### src/rtl/vblank_scheduler_pkg.sv
// Shared types and constants for the vertical-blanking update scheduler.
// Requester indices name the game engines sharing the frame-state RAM port.
package vblank_scheduler_pkg;

    typedef enum logic [1:0] {
        IDLE  = 2'd0,
        ARB   = 2'd1,
        GRANT = 2'd2
    } state_e;

    localparam int DEF_NREQ    = 4;
    localparam int DEF_TIMEOUT = 4096;
    localparam int DEF_TCW     = 13;
    localparam int DEF_FCW     = 8;

    localparam int REQ_PLAYER = 0;
    localparam int REQ_BALL   = 1;
    localparam int REQ_SNITCH = 2;
    localparam int REQ_SCORE  = 3;

    function automatic int ptr_width(input int n);
        return (n > 1) ? $clog2(n) : 1;
    endfunction

endpackage

### src/rtl/vblank_scheduler_rr_pick.sv
// Combinational round-robin selector: first pending bit after ptr_i, wrapping.
module rr_pick
    import vblank_scheduler_pkg::*;
#(
    parameter int NREQ = DEF_NREQ,
    parameter int PW   = ptr_width(NREQ)
) (
    input  logic [NREQ-1:0] pend_i,
    input  logic [PW-1:0]   ptr_i,
    output logic [PW-1:0]   pick_o,
    output logic            valid_o
);

    logic [PW-1:0] idx;

    // The current pointer is searched last, so the previous winner has lowest priority.
    always_comb begin
        pick_o  = '0;
        valid_o = 1'b0;
        idx     = '0;
        for (int off = 1; off <= NREQ; off++) begin
            idx = PW'((int'(ptr_i) + off) % NREQ);
            if (!valid_o && pend_i[idx]) begin
                valid_o = 1'b1;
                pick_o  = idx;
            end
        end
    end

endmodule

### src/rtl/vblank_scheduler.sv
// Hands out exclusive one-hot grants of the frame-state RAM port during
// vertical blanking, with overrun/timeout tracking and a frame counter.
module vblank_scheduler
    import vblank_scheduler_pkg::*;
#(
    parameter int NREQ    = DEF_NREQ,
    parameter int TIMEOUT = DEF_TIMEOUT,
    parameter int TCW     = DEF_TCW,
    parameter int FCW     = DEF_FCW
) (
    input  logic            vgaclk,
    input  logic            inputreset,
    input  logic            pixelstb,
    input  logic            anm,
    input  logic            endscreen,
    input  logic [NREQ-1:0] req,
    input  logic [NREQ-1:0] done,
    input  logic            clr_err,
    output logic [NREQ-1:0] gnt,
    output logic            busy,
    output logic            frame_tick,
    output logic [FCW-1:0]  frame_cnt,
    output logic            overrun,
    output logic            timeout_err
);

    localparam int PW = ptr_width(NREQ);

    state_e          state_q, state_d;
    logic [NREQ-1:0] gnt_q, gnt_d;
    logic [NREQ-1:0] served_q, served_d;
    logic [PW-1:0]   ptr_q, ptr_d;
    logic [TCW-1:0]  tcnt_q, tcnt_d;
    logic [FCW-1:0]  frame_q, frame_d;
    logic            tick_q, tick_d;
    logic            overrun_q, overrun_d;
    logic            toerr_q, toerr_d;

    logic            anm_ev, end_ev;
    logic [PW-1:0]   pick;
    logic            pick_valid;

    assign anm_ev = anm & pixelstb;
    assign end_ev = endscreen & pixelstb;

    rr_pick #(.NREQ(NREQ), .PW(PW)) u_pick (
        .pend_i  (req & ~served_q),
        .ptr_i   (ptr_q),
        .pick_o  (pick),
        .valid_o (pick_valid)
    );

    always_ff @(posedge vgaclk or posedge inputreset) begin
        if (inputreset) begin
            state_q   <= IDLE;
            gnt_q     <= '0;
            served_q  <= '0;
            ptr_q     <= PW'(NREQ - 1);
            tcnt_q    <= '0;
            frame_q   <= '0;
            tick_q    <= 1'b0;
            overrun_q <= 1'b0;
            toerr_q   <= 1'b0;
        end else begin
            state_q   <= state_d;
            gnt_q     <= gnt_d;
            served_q  <= served_d;
            ptr_q     <= ptr_d;
            tcnt_q    <= tcnt_d;
            frame_q   <= frame_d;
            tick_q    <= tick_d;
            overrun_q <= overrun_d;
            toerr_q   <= toerr_d;
        end
    end

    // Sticky flags are cleared first so a same-cycle set below takes priority.
    always_comb begin
        state_d   = state_q;
        gnt_d     = gnt_q;
        served_d  = served_q;
        ptr_d     = ptr_q;
        tcnt_d    = tcnt_q;
        frame_d   = frame_q;
        tick_d    = 1'b0;
        overrun_d = overrun_q & ~clr_err;
        toerr_d   = toerr_q & ~clr_err;

        unique case (state_q)
            IDLE: begin
                gnt_d = '0;
                if (anm_ev) begin
                    served_d = '0;
                    state_d  = ARB;
                end
            end
            ARB: begin
                if (!pick_valid) begin
                    state_d = IDLE;
                end else begin
                    gnt_d       = '0;
                    gnt_d[pick] = 1'b1;
                    ptr_d       = pick;
                    tcnt_d      = '0;
                    state_d     = GRANT;
                end
            end
            GRANT: begin
                tcnt_d = tcnt_q + TCW'(1);
                if (done[ptr_q]) begin
                    gnt_d           = '0;
                    served_d[ptr_q] = 1'b1;
                    state_d         = ARB;
                end else if (tcnt_q == TCW'(TIMEOUT - 1)) begin
                    gnt_d           = '0;
                    served_d[ptr_q] = 1'b1;
                    toerr_d         = 1'b1;
                    state_d         = ARB;
                end
            end
            default: begin
                gnt_d   = '0;
                state_d = IDLE;
            end
        endcase

        // Window close overrides everything; an aborted grant is not marked served.
        if (end_ev) begin
            tick_d   = 1'b1;
            frame_d  = frame_q + FCW'(1);
            served_d = served_q;
            ptr_d    = ptr_q;
            gnt_d    = '0;
            state_d  = IDLE;
            if (state_q != IDLE) begin
                overrun_d = 1'b1;
            end
        end
    end

    assign gnt         = gnt_q;
    assign busy        = (state_q != IDLE);
    assign frame_tick  = tick_q;
    assign frame_cnt   = frame_q;
    assign overrun     = overrun_q;
    assign timeout_err = toerr_q;

endmodule

### config.mk
export PLATFORM = sky130hd
export DESIGN_NAME = vblank_scheduler
export DESIGN_NICKNAME = d
export VERILOG_FILES = /design/src/rtl/vblank_scheduler_pkg.sv /design/src/rtl/vblank_scheduler_rr_pick.sv /design/src/rtl/vblank_scheduler.sv
export SDC_FILE = /design/constraint.sdc
export NUM_CORES = 1
export LEC_CHECK = 0
export BUFFER_PORTS_ARGS = -buffer_cell sky130_fd_sc_hd__clkbuf_2
export CORE_UTILIZATION = 45
export CTS_CLUSTER_DIAMETER = 40
export DETAILED_ROUTE_END_ITERATION = 12
export GPL_TIMING_DRIVEN = 0
export HOLD_SLACK_MARGIN = 0.05
export PLACE_DENSITY = 0.64
export SLEW_MARGIN = 20
export SYNTH_ARGS = -nofsm -noshare
export SYNTH_HDL_FRONTEND = slang
export SYNTH_SLANG_ARGS = --single-unit
### constraint.sdc
create_clock -name vgaclk -period 3.28 [get_ports vgaclk]
set_input_delay 0.328 -clock vgaclk [delete_from_list [all_inputs] [get_ports vgaclk]]
set_output_delay 0.328 -clock vgaclk [all_outputs]
set_load 0.05 [all_outputs]
== Word-level counts from Yosys, hierarchy flattened ==
Cells that the tools add are included.

* Output and inout port bits: 16
* Logic and storage cells: 103
* Input bits: 14
* Register bits: 36

* Equal/unequal tests: 9
* Reduce and logical (&&, ||, !) cells: 17
* Order comparisons: 8
* $add $sub $neg: 6
* Muxes and demuxes: 45
* Bitwise operators: 9

{| class="wikitable"
|+ Operator list
! kind !! count
|-
| $mux W4 || 7
|-
| $pmux W13 S2 || 1
|-
| $lt A2 B3 Y1 const B || 6
|-
| $mux W2 || 9
|-
| $mux W1 || 17
|-
| $pmux W4 S2 || 2
|-
| $add A13 B1 Y13 const B || 1
|-
| $eq A13 B12 Y1 const B || 1
|-
| $mux W13 || 1
|-
| $bmux W1 S2 || 5
|-
| $ne A3 B3 Y1 const B || 3
|-
| $add A8 B1 Y8 const B || 1
|-
| $pmux W2 S3 || 1
|-
| $reduce_and A2 Y1 || 3
|-
| $reduce_bool A2 Y1 || 3
|-
| $logic_and A1 B1 Y1 || 5
|-
| $add A2 B1 Y2 const B || 2
|-
| $add A2 B2 Y2 const B || 2
|-
| $and A1 B1 Y1 || 4
|-
| $and A4 B4 Y4 || 1
|-
| $demux W1 S2 || 2
|-
| $ge A2 B1 Y1 const B || 2
|-
| $ne A2 B2 Y1 const B || 2
|-
| $ne A4 B4 Y1 const B || 1
|-
| other kinds (9) || 12
|}

== Logic depth before layout (Yosys ltp) ==
* Depth after elaboration: 21
* Mapped depth: 7
* Mapped depth without buffers: 6

== Modules after synthesis ==
A second synthesis with hierarchy kept.

* Cell total of the unflattened synthesis: 183
* Area, all modules: 1,873.0 µm²

{| class="wikitable"
|+ By module, submodules not included
! module !! cells an instance !! area an instance (µm²) !! times used !! sequential area each (µm²)
|-
| vblank_scheduler || 169 || 1,781.7 || 1 || 903.4
|-
| rr_pick || 14 || 91.3 || 1 || 0.0
|}

== Worst setup path before layout ==
Ideal clock, no wire load.

* Path type: register to register
* From: reg ptr_q[0]
* To: reg gnt_q[0] (netlist: gnt[0])
* Cell stages (with the launch flop): 7
* Clock period less this slack: 1.855 ns
* Required time: 3.213 ns
* Library setup time: 0.067 ns
* Slack: 1.425 ns
* Arrival time: 1.788 ns
* Path buffers: 1
* Cells stage by stage: dfstp_2 -> buf_6 -> mux4_2 -> nor2_1 -> nand2_1 -> a21oi_2 -> a22o_1

* Word-level cells in the longest chain between the ends: 20
* Elaborated cells between the ends (all ways): 40
* Those cells by class: 4 x add/sub; 2 x order compare; 2 x eq/ne; 24 x mux; 8 x reduce/logical

{| class="wikitable"
|+ RTL lines
! what !! line !! text
|-
| start: declaration || vblank_scheduler.sv:32 || <nowiki>logic [PW-1:0] ptr_q, ptr_d;</nowiki>
|-
| start signal: assignment || vblank_scheduler.sv:58 || <nowiki>ptr_q <= PW'(NREQ - 1);</nowiki>
|-
| start signal: assignment || vblank_scheduler.sv:68 || <nowiki>ptr_q <= ptr_d;</nowiki>
|-
| $add A2 B1 Y2 || vblank_scheduler_rr_pick.sv:22 || <nowiki>idx = PW'((int'(ptr_i) + off) % NREQ);</nowiki>
|-
| $bmux W1 S2 || vblank_scheduler_rr_pick.sv:23 || <nowiki>if (!valid_o && pend_i[idx]) begin</nowiki>
|-
| $mux W1 (implied by the code) || vblank_scheduler_rr_pick.sv:23 ||
|-
| $mux W1 || vblank_scheduler_rr_pick.sv:23 ||
|-
| $logic_not A1 Y1 || vblank_scheduler_rr_pick.sv:23 ||
|-
| $logic_and A1 B1 Y1 || vblank_scheduler_rr_pick.sv:23 ||
|-
| $mux W1 || vblank_scheduler_rr_pick.sv:23 ||
|-
| $logic_not A1 Y1 || vblank_scheduler_rr_pick.sv:23 ||
|-
| [... 4 more ...] || -- ||
|-
| $mux W2 || vblank_scheduler_rr_pick.sv:23 ||
|-
| $lt A2 B3 Y1 (implied by the code) / $ge A2 B1 Y1 (equally long branches) || vblank_scheduler.sv:102 || <nowiki>gnt_d[pick] = 1'b1;</nowiki>
|-
| $logic_and A1 B1 Y1 (implied by the code) || vblank_scheduler.sv:102 ||
|-
| $mux W1 (implied by the code) || vblank_scheduler.sv:102 ||
|-
| $demux W1 S2 || vblank_scheduler.sv:102 ||
|-
| $mux W4 || vblank_scheduler.sv:98 || <nowiki>if (!pick_valid) begin</nowiki>
|-
| $pmux W4 S2 || vblank_scheduler.sv:89 || <nowiki>unique case (state_q)</nowiki>
|-
| $mux W4 || vblank_scheduler.sv:128 || <nowiki>if (end_ev) begin</nowiki>
|-
| end signal: assignment || vblank_scheduler.sv:66 || <nowiki>gnt_q <= gnt_d;</nowiki>
|-
| end: declaration || vblank_scheduler.sv:30 || <nowiki>logic [NREQ-1:0] gnt_q, gnt_d;</nowiki>
|}

Several ways; a longest one is shown, not always the timed one. The select of a mux whose other input is x is not followed.
A chain may end at the register's enable or synchronous reset.

== Final worst setup path ==
* From: reg tcnt_q[0]
* To: reg served_q[0]

* Word-level cells in the longest chain between the ends: 3

{| class="wikitable"
|+ RTL lines
! what !! line !! text
|-
| start: declaration || vblank_scheduler.sv:33 || <nowiki>logic [TCW-1:0] tcnt_q, tcnt_d;</nowiki>
|-
| start signal: assignment || vblank_scheduler.sv:69 || <nowiki>tcnt_q <= tcnt_d;</nowiki>
|-
| $eq A13 B12 Y1 || vblank_scheduler.sv:114 || <nowiki>end else if (tcnt_q == TCW'(TIMEOUT - 1)) begin</nowiki>
|-
| $ne A3 B3 Y1 (no line) || -- ||
|-
| $reduce_and A4 Y1 (no line) || -- ||
|-
| end signal: assignment || vblank_scheduler.sv:67 || <nowiki>served_q <= served_d;</nowiki>
|-
| end: declaration || vblank_scheduler.sv:31 || <nowiki>logic [NREQ-1:0] served_q, served_d;</nowiki>
|}

No other way between the ends.

==> results.toml <==
[drt]
vias = 1540
viasPerCell = 5.54
post-route-drc-count = 0
wl_um = 4000
drt-initial-drc-count = 84
dr.pass1.iters = 4
avgRoutedWirePerCell_um = 14.4
ant_nets = 0

[layout]
area_delta_synth_final_pct = 16.6
insertedDiodeCount = 0
final_cell_area_mm2 = 0.00222
layout_commonest_cell = "dfrtp_1"
multiInputGateArea_um2 = 932
fillCellCount = 376
final_cell_mix = "34 x dfrtp_1, 29 x clkbuf_2, 21 x nand2_1"
drive_gt1_share_pct = 22.4
nets = 247
seqCellArea_um2 = 903

[place]
dp_hpwl_um = 2960
gp_congestion = 0.732
place_area_mm2 = 0.00211
port_buffers = 29

[grt]
grt_pass1_wl_um = 6520
grt_use_total_pct = 19.7
grt-ovfl-total = 0
grt_max_degree = 37
antenna_found_initial = 0
grt_pass1_vias = 1396

[floorplan]
die_y_um = 67.0
fp.dieW_um = 67.0
ios = 30
std_cell_rows = 23
coreArea_mm2 = 0.00403
start_util_pct = 47.2
dieArea_mm2 = 0.00449

[clock_tree]
cts_buffers = 5
post_cts_resized = 0
clkSinkCount = 36
clock_path_buffers = 2
clk_pin_slew_ps = 70
insertion_delay_ps = 290
cts_tree = "done"
post_cts.repair.setup_buffers = 0
htree_levels = 2
hold_buffers = 0
root_buffer = "clkbuf_8"

[worst_setup_path]
cp-start-kind = "flop"
cp-startpoint = "tcnt_q[0]"
rr_worst_depth = 6
reg2reg_from = "tcnt_q[0]"
critPathCaptureType = "flop"
required_ps = 3490
rrSetupSlack_ps = 1200
worstPathArrival_ps = 2300
cp_max_fo = 9
crit_type = "reg -> reg"

[power]
power_frac_seq_pct = 35.1
pwr-share-comb_pct = 44.6
p_leak_nw = 1.05
clockPowerShare_pct = 20.3
internal_power_mw = 1.05
power_density_mw_per_mm2 = 848
p_sw_share_pct = 44.1
switchingPower_mw = 0.830
irDropWorstVdd_v = 0.000408

[sta]
setup_viol = 0
period_minus_slack_ps = 2080
rsz0062_at_grt = "false"
final.period_utilization_pct = 63.6
fin_hold_ws_ps = 149
timing.fmax_mhz = 480
drv_slew = 0
tightest_slew_ps = 756
hold_viol_final = 0
skew_ps = 6.21
tns_ps = 0
slew_headroom_pct = 49.0

[hold_path]
holdCritPathClass = "in -> async"

[synth]
ys_warn_count = 0
ys_seq_area_share_pct = 47.5
ys_seq_elements = 36
synth-async-reset-ratio_pct = 100
synth_edf_count = 0
ys_types = 44
synth_nets = 211
postSynthAreaPerCell_um2 = 9.95
ys.flop_type = "dfrtp_1"
synth_area_mm2 = 0.00190
syn-instance-count = 191

[status]
status = "completed"

[flow_run]
maxCapViolCount = 0
cell usage after synthesis, types with 2 or more instances:
library cell,number,area [um^2]
o31ai_1,2,15.0
nand2_1,21,78.8
and3_2,2,15.0
o22a_1,2,17.5
ha_1,6,75.1
o211ai_1,2,15.0
a22o_1,3,26.3
nor3_1,3,15.0
dfstp_2,2,52.6
nand4_1,6,37.5
a211oi_1,2,15.0
inv_1,7,26.3
a31oi_1,3,18.8
nand3_1,7,35.0
a21oi_1,13,65.1
nor2_1,14,52.6
dfrtp_1,34,851
nand2b_1,3,18.8
o2bb2ai_1,2,17.5
xnor2_1,5,43.8
o21ai_0,17,85.1
clkbuf_1,2,7.51
and3_1,2,12.5
nor2b_1,6,37.5
xor2_1,5,43.8
buf_6,2,22.5
logic make-up (layout without fill, tap and decap cells):
logic type	after synthesis	in the layout	synth area share, %
simple gates	69	69	18.7
xor+xnor	10	10	4.61
flops	36	36	47.5
compound gates	56	56	20.6
buf+inv	13	50	3.42
mux	1	1	1.18
fa+ha+maj	6	6	3.95
metrics by stage:
stage	power [mW]	instances	utilization (%)	setup slack [ps]
after CTS	1.89	278	55.0	1180
final	1.88	278	55.0	1200
after floorplan	1.31	191	-	1420
after global routing	2.01	278	55.0	1010
after detailed placement	1.51	270	52.3	1190
after global placement	1.50	270	52.3	1210
final timing paths:
| kind | endpoint |
|---|---|
| setup / recovery | served_q[0] |
| hold / removal | tcnt_q[8] |
| setup reg to reg | served_q[0] |
| hold reg to reg | frame_cnt[7] |
| max in group asynchronous | tcnt_q[10] |
| min in group vgaclk | timeout_err |
worst max-delay path: stages, from the launching register on:
cell	delay, ps
dfrtp_1	450
ha_1	270
and3_2	260
nand4b_4	140
a2111oi_4	600
a21oi_1	140
a21oi_1	140
sequential cells by signal, indices dropped and copies added, names as in the netlist:
signal / flops
state_q: 2
timeout_err: 1
frame_tick: 1
gnt: 4
ptr_q: 2
overrun: 1
served_q: 4
tcnt_q: 13
frame_cnt: 8
power by group through the flow:
stage / Sequential [mW] / Clock, mW / Combinational (mW)
after floorplan: 0.801 / 0 / 0.504
after global placement: 0.666 / 0 / 0.833
after detailed placement: 0.665 / 0 / 0.844
after CTS: 0.659 / 0.388 / 0.845
after global routing: 0.676 / 0.406 / 0.924
final: 0.660 / 0.381 / 0.838
final cells by class:
class / count / share of cell area, %
Clock inverter: 2 / 1.58
Sequential cell: 36 / 40.8
Clock buffer: 6 / 3.27
Multi-Input combinational cell: 142 / 42.1
Timing Repair Buffer: 29 / 6.55
Buffer: 5 / 1.58
Tap cell: 50 / 2.82
Inverter: 8 / 1.36
metal layers:
| metal | vias to the layer above | routed length (um) | GRT usage, % | share of wire, % |
|---|---|---|---|---|
| met5 | - | 0 | 0 | 0 |
| met4 | 0 | 40 | 7.18 | 1.0 |
| met3 | 5 | 90 | 4.11 | 2.3 |
| met2 | 20 | 1930 | 31.3 | 48 |
| met1 | 749 | 1940 | 26.3 | 48 |
| li1 | 766 | - | - | - |
Power figures use the tool's default switching activity.
